--- config.mk ---
export PLATFORM = sky130hd
export DESIGN_NAME = dcache_flush_unit_flat
export DESIGN_NICKNAME = d
export VERILOG_FILES = /design/src/rtl/dcache_flush_unit_if.sv /design/src/rtl/dcache_flush_unit.sv /design/src/flat_wrapper.sv
export SDC_FILE = /design/constraint.sdc
export NUM_CORES = 1
export LEC_CHECK = 0
export BUFFER_PORTS_ARGS = -buffer_cell sky130_fd_sc_hd__buf_4
export CAP_MARGIN = 10
export CORE_MARGIN = 2
export CORE_UTILIZATION = 30
export DETAILED_ROUTE_END_ITERATION = 8
export PLACE_DENSITY = 0.5
export SLEW_MARGIN = 20
export SYNTH_ARGS = -nofsm -noshare
export SYNTH_HDL_FRONTEND = slang
export SYNTH_SLANG_ARGS = --single-unit
--- constraint.sdc ---
create_clock -name clk_i -period 1.9 [get_ports clk_i]
set_input_delay 0.19 -clock clk_i [delete_from_list [all_inputs] [get_ports clk_i]]
set_output_delay 0.19 -clock clk_i [all_outputs]
set_load 0.02 [all_outputs]
--- src/rtl/dcache_flush_unit_if.sv ---
// Bundle between the dcache flush unit, the flush controller and the tag/writeback ports.
// Signal suffixes follow the flush unit's point of view; master is the flush unit.
interface dcache_flush_unit_if #(
    parameter int NR_SETS  = 256,
    parameter int NR_WAYS  = 8,
    parameter int TAG_W    = 44,
    parameter int OFFSET_W = 4
);
    localparam int IDX_W   = $clog2(NR_SETS);
    localparam int WAY_W   = (NR_WAYS > 1) ? $clog2(NR_WAYS) : 1;
    localparam int PADDR_W = TAG_W + IDX_W + OFFSET_W;

    logic                     flush_i;
    logic                     flush_ack_o;
    logic                     busy_o;

    logic                     tag_req_o;
    logic [IDX_W-1:0]         tag_index_o;
    logic                     tag_gnt_i;
    logic [NR_WAYS-1:0]       valid_i;
    logic [NR_WAYS-1:0]       dirty_i;
    logic [NR_WAYS*TAG_W-1:0] tag_i;

    logic                     wb_valid_o;
    logic                     wb_ready_i;
    logic [PADDR_W-1:0]       wb_addr_o;
    logic [WAY_W-1:0]         wb_way_o;

    logic                     inv_req_o;
    logic                     inv_gnt_i;

    modport master (
        input  flush_i, tag_gnt_i, valid_i, dirty_i, tag_i, wb_ready_i, inv_gnt_i,
        output flush_ack_o, busy_o, tag_req_o, tag_index_o, wb_valid_o, wb_addr_o,
               wb_way_o, inv_req_o
    );

    modport slave (
        output flush_i, tag_gnt_i, valid_i, dirty_i, tag_i, wb_ready_i, inv_gnt_i,
        input  flush_ack_o, busy_o, tag_req_o, tag_index_o, wb_valid_o, wb_addr_o,
               wb_way_o, inv_req_o
    );
endinterface

--- src/rtl/dcache_flush_unit.sv ---
// Walks every dcache set on a flush request, writes back valid+dirty lines lowest way
// first, invalidates each set, then pulses a registered acknowledge.
module dcache_flush_unit #(
    parameter int NR_SETS  = 256,
    parameter int NR_WAYS  = 8,
    parameter int TAG_W    = 44,
    parameter int OFFSET_W = 4
) (
    input  logic                  clk_i,
    input  logic                  rst_ni,
    dcache_flush_unit_if.master   bus
);
    localparam int IDX_W   = $clog2(NR_SETS);
    localparam int WAY_W   = (NR_WAYS > 1) ? $clog2(NR_WAYS) : 1;
    localparam int PADDR_W = TAG_W + IDX_W + OFFSET_W;

    typedef enum logic [2:0] {
        IDLE = 3'd0,
        READ = 3'd1,
        WAIT = 3'd2,
        SCAN = 3'd3,
        INV  = 3'd4,
        DONE = 3'd5,
        HOLD = 3'd6
    } state_e;

    state_e                          state_q, state_d;
    logic [IDX_W-1:0]                idx_q, idx_d;
    logic [NR_WAYS-1:0]              pend_q, pend_d;
    logic [NR_WAYS-1:0][TAG_W-1:0]   tags_q, tags_d;

    logic [WAY_W-1:0]                way_sel;
    logic [NR_WAYS-1:0]              way_oh;

    // Lowest pending way wins; descending loop lets the last hit stick.
    always_comb begin
        way_sel = '0;
        for (int w = NR_WAYS - 1; w >= 0; w--) begin
            if (pend_q[w]) way_sel = WAY_W'(w);
        end
        way_oh          = '0;
        way_oh[way_sel] = 1'b1;
    end

    always_ff @(posedge clk_i or negedge rst_ni) begin
        if (!rst_ni) begin
            state_q <= IDLE;
            idx_q   <= '0;
            pend_q  <= '0;
            tags_q  <= '0;
        end else begin
            state_q <= state_d;
            idx_q   <= idx_d;
            pend_q  <= pend_d;
            tags_q  <= tags_d;
        end
    end

    always_comb begin
        state_d = state_q;
        idx_d   = idx_q;
        pend_d  = pend_q;
        tags_d  = tags_q;
        unique case (state_q)
            IDLE: begin
                if (bus.flush_i) begin
                    state_d = READ;
                    idx_d   = '0;
                end
            end
            READ: begin
                if (bus.tag_gnt_i) state_d = WAIT;
            end
            WAIT: begin
                pend_d  = bus.valid_i & bus.dirty_i;
                tags_d  = bus.tag_i;
                state_d = (|(bus.valid_i & bus.dirty_i)) ? SCAN : INV;
            end
            SCAN: begin
                if (bus.wb_ready_i) begin
                    pend_d = pend_q & ~way_oh;
                    if (pend_d == '0) state_d = INV;
                end
            end
            INV: begin
                if (bus.inv_gnt_i) begin
                    if (idx_q == IDX_W'(NR_SETS - 1)) begin
                        state_d = DONE;
                    end else begin
                        idx_d   = idx_q + 1'b1;
                        state_d = READ;
                    end
                end
            end
            DONE:    state_d = HOLD;
            // The controller's registered request is still high here; drop it.
            HOLD:    state_d = IDLE;
            default: state_d = IDLE;
        endcase
    end

    always_comb begin
        bus.flush_ack_o = 1'b0;
        bus.busy_o      = (state_q != IDLE);
        bus.tag_req_o   = 1'b0;
        bus.tag_index_o = '0;
        bus.wb_valid_o  = 1'b0;
        bus.wb_addr_o   = '0;
        bus.wb_way_o    = '0;
        bus.inv_req_o   = 1'b0;
        unique case (state_q)
            READ: begin
                bus.tag_req_o   = 1'b1;
                bus.tag_index_o = idx_q;
            end
            SCAN: begin
                bus.wb_valid_o = 1'b1;
                bus.wb_way_o   = way_sel;
                bus.wb_addr_o  = PADDR_W'({tags_q[way_sel], idx_q, {OFFSET_W{1'b0}}});
            end
            INV: begin
                bus.inv_req_o   = 1'b1;
                bus.tag_index_o = idx_q;
            end
            DONE:    bus.flush_ack_o = 1'b1;
            default: ;
        endcase
    end
endmodule
--- src/flat_wrapper.sv ---
// flat-port wrapper written by rule: the top's interface ports become plain ports
module dcache_flush_unit_flat 
#(
    parameter int NR_SETS  = 256,
    parameter int NR_WAYS  = 8,
    parameter int TAG_W    = 44,
    parameter int OFFSET_W = 4
)
  (clk_i, rst_ni, bus_flush_i, bus_tag_gnt_i, bus_valid_i, bus_dirty_i, bus_tag_i, bus_wb_ready_i, bus_inv_gnt_i, bus_flush_ack_o, bus_busy_o, bus_tag_req_o, bus_tag_index_o, bus_wb_valid_o, bus_wb_addr_o, bus_wb_way_o, bus_inv_req_o);
  dcache_flush_unit_if #(.NR_SETS(NR_SETS), .NR_WAYS(NR_WAYS), .TAG_W(TAG_W), .OFFSET_W(OFFSET_W)) bus_i ();
  input  logic clk_i;
  input  logic rst_ni;
  input wire logic [$bits(bus_i.flush_i)-1:0] bus_flush_i;
  input wire logic [$bits(bus_i.tag_gnt_i)-1:0] bus_tag_gnt_i;
  input wire logic [$bits(bus_i.valid_i)-1:0] bus_valid_i;
  input wire logic [$bits(bus_i.dirty_i)-1:0] bus_dirty_i;
  input wire logic [$bits(bus_i.tag_i)-1:0] bus_tag_i;
  input wire logic [$bits(bus_i.wb_ready_i)-1:0] bus_wb_ready_i;
  input wire logic [$bits(bus_i.inv_gnt_i)-1:0] bus_inv_gnt_i;
  output wire logic [$bits(bus_i.flush_ack_o)-1:0] bus_flush_ack_o;
  output wire logic [$bits(bus_i.busy_o)-1:0] bus_busy_o;
  output wire logic [$bits(bus_i.tag_req_o)-1:0] bus_tag_req_o;
  output wire logic [$bits(bus_i.tag_index_o)-1:0] bus_tag_index_o;
  output wire logic [$bits(bus_i.wb_valid_o)-1:0] bus_wb_valid_o;
  output wire logic [$bits(bus_i.wb_addr_o)-1:0] bus_wb_addr_o;
  output wire logic [$bits(bus_i.wb_way_o)-1:0] bus_wb_way_o;
  output wire logic [$bits(bus_i.inv_req_o)-1:0] bus_inv_req_o;
  assign bus_i.flush_i = bus_flush_i;
  assign bus_i.tag_gnt_i = bus_tag_gnt_i;
  assign bus_i.valid_i = bus_valid_i;
  assign bus_i.dirty_i = bus_dirty_i;
  assign bus_i.tag_i = bus_tag_i;
  assign bus_i.wb_ready_i = bus_wb_ready_i;
  assign bus_i.inv_gnt_i = bus_inv_gnt_i;
  assign bus_flush_ack_o = bus_i.flush_ack_o;
  assign bus_busy_o = bus_i.busy_o;
  assign bus_tag_req_o = bus_i.tag_req_o;
  assign bus_tag_index_o = bus_i.tag_index_o;
  assign bus_wb_valid_o = bus_i.wb_valid_o;
  assign bus_wb_addr_o = bus_i.wb_addr_o;
  assign bus_wb_way_o = bus_i.wb_way_o;
  assign bus_inv_req_o = bus_i.inv_req_o;
  dcache_flush_unit #(.NR_SETS(NR_SETS), .NR_WAYS(NR_WAYS), .TAG_W(TAG_W), .OFFSET_W(OFFSET_W)) u_core (.clk_i(clk_i), .rst_ni(rst_ni), .bus(bus_i));
endmodule
==> After elaboration in Yosys (flattened, before gate mapping) <==
Cells that the tools add are included.
{ "totals": {"regBits": 371} }
{ "op_classes": {"add_sub_neg": 1, "order_cmp": 2, "n_eq_ne": 12, "muxes": 33, "bitwise_logic": 3, "reduce_logical": 11} }
{ "ops": {"columns": ["op", "count"], "rows": [
  ["44-bit binary-select mux with 3-bit select", 1],
  ["56-bit 2-to-1 mux", 1],
  ["3-bit 2-to-1 mux", 16],
  ["44-bit 2-to-1 mux", 1],
  ["8-bit 2-to-1 mux", 5],
  ["8-bit one-hot mux with 2 select lines", 2],
  ["3-bit one-hot mux with 6 select lines", 1],
  ["8-bit bitwise AND", 2],
  ["2-bit inequality test, second input constant", 5],
  ["8-bit by 1-bit adder with 8-bit output, second input constant", 1],
  ["8-bit == test, second input constant", 1],
  ["8-bit logical NOT", 1],
  ["8-bit inverter", 1],
  ["8-bit OR reduction", 1],
  ["3-bit by 2-bit == test with 1-bit output, second input constant", 2],
  ["3-bit == test, second input constant", 2],
  ["1-bit 2-to-1 mux", 5],
  ["5-bit AND reduction", 1],
  ["3-bit by 4-bit less-than comparator with 1-bit output, second input constant", 1],
  ["4-bit AND reduction", 1],
  ["2-bit nonzero test", 2],
  ["1-bit demux with 3-bit select", 1],
  ["3-bit by 1-bit == test with 1-bit output, second input constant", 1],
  ["3-bit by 1-bit >= comparator with 1-bit output, second input constant", 1],
  ["6 further kinds", 6]
]} }

==> Logic depth before layout (Yosys ltp) <==
{ "depth": {"word_depth": 18, "mapped_depth": 9} }

==> Worst setup path after synthesis <==
No wires, ideal clock.
{ "synth_timing": {"path_kind": "reg2out", "start": "register u_core.state_q[2]", "end": "output bus_wb_addr_o[32]", "arrival_ns": 2.019, "required_ns": 1.710, "slack_ns": -0.309, "path_stages_with_launch": 10, "path_cell_list": "dfrtp_1 -> buf_2 -> nand2b_4 -> or2_1 -> buf_2 -> inv_2 -> buf_4 -> o221a_2 -> o211ai_1 -> a311oi_1"} }
{ "synth_via": {"elab_chain_cells": 2} }
{ "synth_rtl": {"columns": ["element", "line_no", "rtl"], "rows": [
  ["start, declared", "dcache_flush_unit.sv:27", "state_e state_q, state_d;"],
  ["start signal, assigned", "dcache_flush_unit.sv:52", "state_q <= state_d;"],
  ["3-bit by 2-bit == test with 1-bit output", "dcache_flush_unit.sv:111", "unique case (state_q)"],
  ["56-bit 2-to-1 mux", "dcache_flush_unit.sv:111", null],
  ["end, declared", "flat_wrapper.sv:25", "output wire logic [$bits(bus_i.wb_addr_o)-1:0] bus_wb_addr_o;"]
]} }
Every way passes these cells.

==> Worst setup path in the final report <==
{ "layout_timing": {"start": "register u_core.pend_q[7]", "end": "output bus_wb_addr_o[27]"} }
{ "layout_via": {"elab_chain_cells": 11} }
{ "layout_rtl": {"columns": ["element", "line_no", "rtl"], "rows": [
  ["start, declared", "dcache_flush_unit.sv:29", "logic [NR_WAYS-1:0] pend_q, pend_d;"],
  ["start signal, assigned", "dcache_flush_unit.sv:54", "pend_q <= pend_d;"],
  ["3-bit 2-to-1 mux (8 in a row)", "dcache_flush_unit.sv:39", "if (pend_q[w]) way_sel = WAY_W'(w);"],
  ["44-bit binary-select mux with 3-bit select", "dcache_flush_unit.sv:119", "bus.wb_addr_o = PADDR_W'({tags_q[way_sel], idx_q, {OFFSET_W{1'b0}}});"],
  ["44-bit 2-to-1 mux (implied by the code)", "dcache_flush_unit.sv:119", null],
  ["56-bit 2-to-1 mux", "dcache_flush_unit.sv:111", null]
]} }
Every way passes these cells. The select of a mux whose other input is x is not followed.

==> metrics.md <==
| Metric | Value |
|---|---|
| Prevailing post-synth register cell | sky130_fd_sc_hd__dfrtp_1 |
| Maximum number of pins on one net before global-route repair | 69 |
| Initial core utilization | 30.3% |
| Post-detailed-route wirelength per cell | roughly 24 um |
| Total wire length | slightly below 80000 um |
| First-pass iteration count of the detailed router | 7 |
| Worst Slack Setup Final | -983 ps |
| CP endpoint kind | output port |
| Pins Over Slew Limit | 0 |
| Worst slew margin relative to its limit | roughly 62% |
| Result of the run | finished, violations left |
| NetSw | approximately 20 mW |
| Number of distinct library cells after synthesis | 57 |
| Power Density | 1650 mW/mm^2 |
| Total die area | about 0.063 sq mm |
| Endpoint with the worst hold slack | u_core.pend_q[2] |
| Critical path's slowest cell | sky130_fd_sc_hd__dfrtp_2 |
| Sequential group share of total power | between 20% and 30% |
| Placed Instances | approximately 2800 |
| Number of nets still failing antenna checks after routing | 0 |
| Worst Path Class, Setup | register to output port |
| Clock-pin slew on the worst setup and hold paths | approximately 60 ps |
| GRT Resource Usage Total | approximately 23% |
| Final core utilization | a little under three fifths |
| Sw frac | roughly 37% |
| Post-route insts no fill | ~3300 |
| GPL Wtd Cong | ~0.85 |
| Number of vias per cell after detailed routing | approximately 5.1 |
| Clock insertion delay at the later pin of the skew report | about 580 ps |
| Final setup violation count | about 390 |
| TNS Setup | -73450 ps |
| Final worst clock skew | roughly 9.9 ps |
| Comb power frac | 57.0% |
| Top Layer Used | met5 |
| Post-synthesis async set-or-reset flop share | 100% |
| Detailed-routed wire length on met2 | approximately 37000 um |
| Total power | ~55 mW |
| Horizontal extent of the die | 250 um |
| I/O Buffers | about 440 |
| Gate count after technology mapping | approximately 1500 |
| Fmax | 347 MHz |
| CTS sink cnt | 371 |
| Initial antenna violation count | 11 |
| Clock tree from TritonCTS | built |
| Setup slack, reg-to-reg | -170 ps |
| Violations in the final reports | setup timing |
| Sequential cell area in the final layout | 0.00929 sq mm |
| Largest vdd supply drop | ~1.0 mV |
| Half-perimeter wire length of the detailed placement result | 52000 um |
| Total number of vias | between 15000 and 20000 |
| Number of top-level pins | about 450 |
| Synthesized area divided by synthesized cell count | between 10 and 15 sq um |
| Routed metal-1 wire length | about 36000 um |
| Iter 0 DRT Violations | between 1000 and 1500 |
| Number of global-route vias before repair | 17569 |
| Netlist area before placement | between 0.015 and 0.02 sq mm |
| Max Cap Violations | 0 |
| Total number of H-tree levels | 2 |
| Layout filler cell count | approximately 5000 |
| Detail Route met3 WL | 4100 um |
| Number of cells traversed by the worst hold path | 3 |
| Worst Setup Start Kind | register |
| Post-route minimum period | 2880 ps |
| Depth of the worst register-to-register path | 9 |
| Global-route wire length before repair | between 100000 and 150000 um |
| DRC errors left | 0 |
| Share of the yosys chip area belonging to registers | between 50% and 60% |
| Clk network pwr share | 16.7% |
| Fraction of layout cells with a size suffix above 1 | between 40% and 50% |
| Vertical extent of the die | between 200 and 300 um |
| FF+latch count, synth | between 300 and 400 |
| Worst path max stage delay | 490 ps |
| TritonCTS buffer count | 45 |
| Critical Path Fanout Max | 11 |
| Worst setup slack before clock tree synthesis | -424 ps |
| Leak pwr | 14.4 nW |
| Internal power component | 34.7 mW |
| Congestion Overflow GR | 0 |
| Crit Reg-Reg Endpoint | u_core.tags_q[57] |
| Reg-to-reg startpoint | u_core.state_q[2] |
| Cell family with most CP delay | compound AO/OA/AOI/OAI gates |
| Critical path data arrival time | between 2000 and 3000 ps |
| Core area | around 0.060 sq mm |
| Final Hold Viols | 0 |
| Number of synthesized flops with an enable pin | 0 |
| Buffer levels on the longest clock path | 3 |
| Area grow syn2layout | 81.9% |
| Chain of cells forming the critical path | buf_4 -> nor3b_1 -> o211ai_1 -> nand4_1 -> a311oi_4 -> buf_6 |
| Type of the tightest min-delay check | input port to register |
| Hold Startpoint | bus_dirty_i[2] |
| Layout net count | about 2900 |
| Syn. warnings | 0 |
| Critical path buffers and inverters | 2 |
| Slew at the pin closest to its max-slew limit | ~570 ps |
| Final Cycle Share | 152% |
| Row cnt | 90 |
| Start point of the critical path | u_core.pend_q[7] |
| Data required time of the critical path | 1710 ps |
| Area of the multi-input gates | 0.0101 sq mm |
| Clock root buffer | sky130_fd_sc_hd__clkbuf_16 |
| Setup repair after global routing missed its margin | yes |
## cells in the final DEF (no fill, tap or decap), types with 67 or more instances in the layout
cell	instances
sky130_fd_sc_hd__buf_4	513
sky130_fd_sc_hd__dlygate4sd3_1	366
sky130_fd_sc_hd__mux2_2	98
sky130_fd_sc_hd__buf_6	83
sky130_fd_sc_hd__dfrtp_1	365
sky130_fd_sc_hd__o211ai_1	68
sky130_fd_sc_hd__clkbuf_16	67
sky130_fd_sc_hd__buf_12	69
sky130_fd_sc_hd__mux2_4	232
## layer usage
metal | up-vias | GRT usage, %
li1 | 7639 | -
met1 | 8632 | 32.4
met2 | 541 | 37.2
met3 | 120 | 4.14
met4 | 8 | 5.12
met5 | - | 0
## cell usage after synthesis (all sizes together) (36+ instances only)
| cell type | n | share of area, % |
|---|---|---|
| dfrtp | 371 | 51 |
| mux2 | 330 | 20 |
| buf | 72 | 2.3 |
| clkbuf | 70 | 1.4 |
| o211ai | 68 | 2.8 |
| nand3 | 52 | 1.4 |
| nor2b | 47 | 1.6 |
| nor3b | 46 | 1.9 |
| a21bo | 44 | 2.4 |
| a311oi | 44 | 2.2 |
| nand2 | 40 | 0.82 |
| o21ai | 36 | 0.99 |
## per-stage QoR
step                hold WS (ps)  cell area, sq um
floorplan                   -106             19100
global placement             151             24800
detailed placement           153             24800
CTS                         1.23             31100
global route                29.4             33100
finish                      36.0             33100
## power groups by stage
stage	sequential, mW	clock (mW)	combinational (mW)
after global routing	14.8	9.63	32.9
after detailed placement	14.2	0	23.4
after CTS	14.1	9.31	26.6
after floorplan	13.4	0	14.8
final	14.4	9.15	31.2
after global placement	14.1	0	23.1
## logic make-up (layout without fill, tap and decap cells)
family / after synthesis / count (layout) / synth area share [%]
DFF: 371 / 371 / 51.0
and+or+nand+nor: 326 / 326 / 10.5
muxes: 331 / 331 / 20.5
AOI/OAI and AO/OA: 302 / 302 / 13.5
adders and majority gates: 1 / 1 / 0.0687
other: 1 / 12 / 0.0206
buffers and inverters: 175 / 1201 / 4.43
xor gates and xnor gates: 1 / 1 / 0.0481
## worst max-delay path by stage
stage / slack (ps) / depth (start not counted) / to
2_1_floorplan: -70 / 9 / bus_wb_addr_o[32]
5_1_grt: -1050 / 6 / bus_wb_addr_o[27]
6_report: -980 / 6 / bus_wb_addr_o[27]
3_3_place_gp: -440 / 7 / bus_wb_addr_o[46]
4_1_cts: -970 / 6 / bus_wb_addr_o[16]
3_5_place_dp: -420 / 7 / bus_wb_addr_o[32]
## worst min-delay path, cell delays in order
cell and delay (ps):
sky130_fd_sc_hd__buf_4 130, sky130_fd_sc_hd__nand3_1 160, sky130_fd_sc_hd__nand2_1 90
## sequential cells by signal, indices dropped and copies added, names as in the netlist
register	count
u_core.idx_q	8
u_core.pend_q	8
u_core.state_q	3
u_core.tags_q	352
## area by class of cell
| type | instances | share of cell area, % |
|---|---|---|
| sequential | 371 | 28.1 |
| multi-input combinational | 965 | 30.6 |
| timing repair buffer | 1085 | 33.2 |
| clock buffer | 68 | 4.03 |
| clock inverter | 15 | 0.627 |
| antenna | 8 | 0.0604 |
| tap | 782 | 2.95 |
| inverter | 33 | 0.389 |
## what timing repair did
action / 4_1_cts / 5_1_grt
endpoints found under the hold margin: 672 / 2
buffers inserted: 30 / 36
cloned: 10 / 26
resized for setup: 136 / 331
hold buffers: 362 / 4
pin swaps: 21 / 27
endpoints found under the setup margin: 263 / 439
Note: power is estimated with default switching activity, not from simulation.
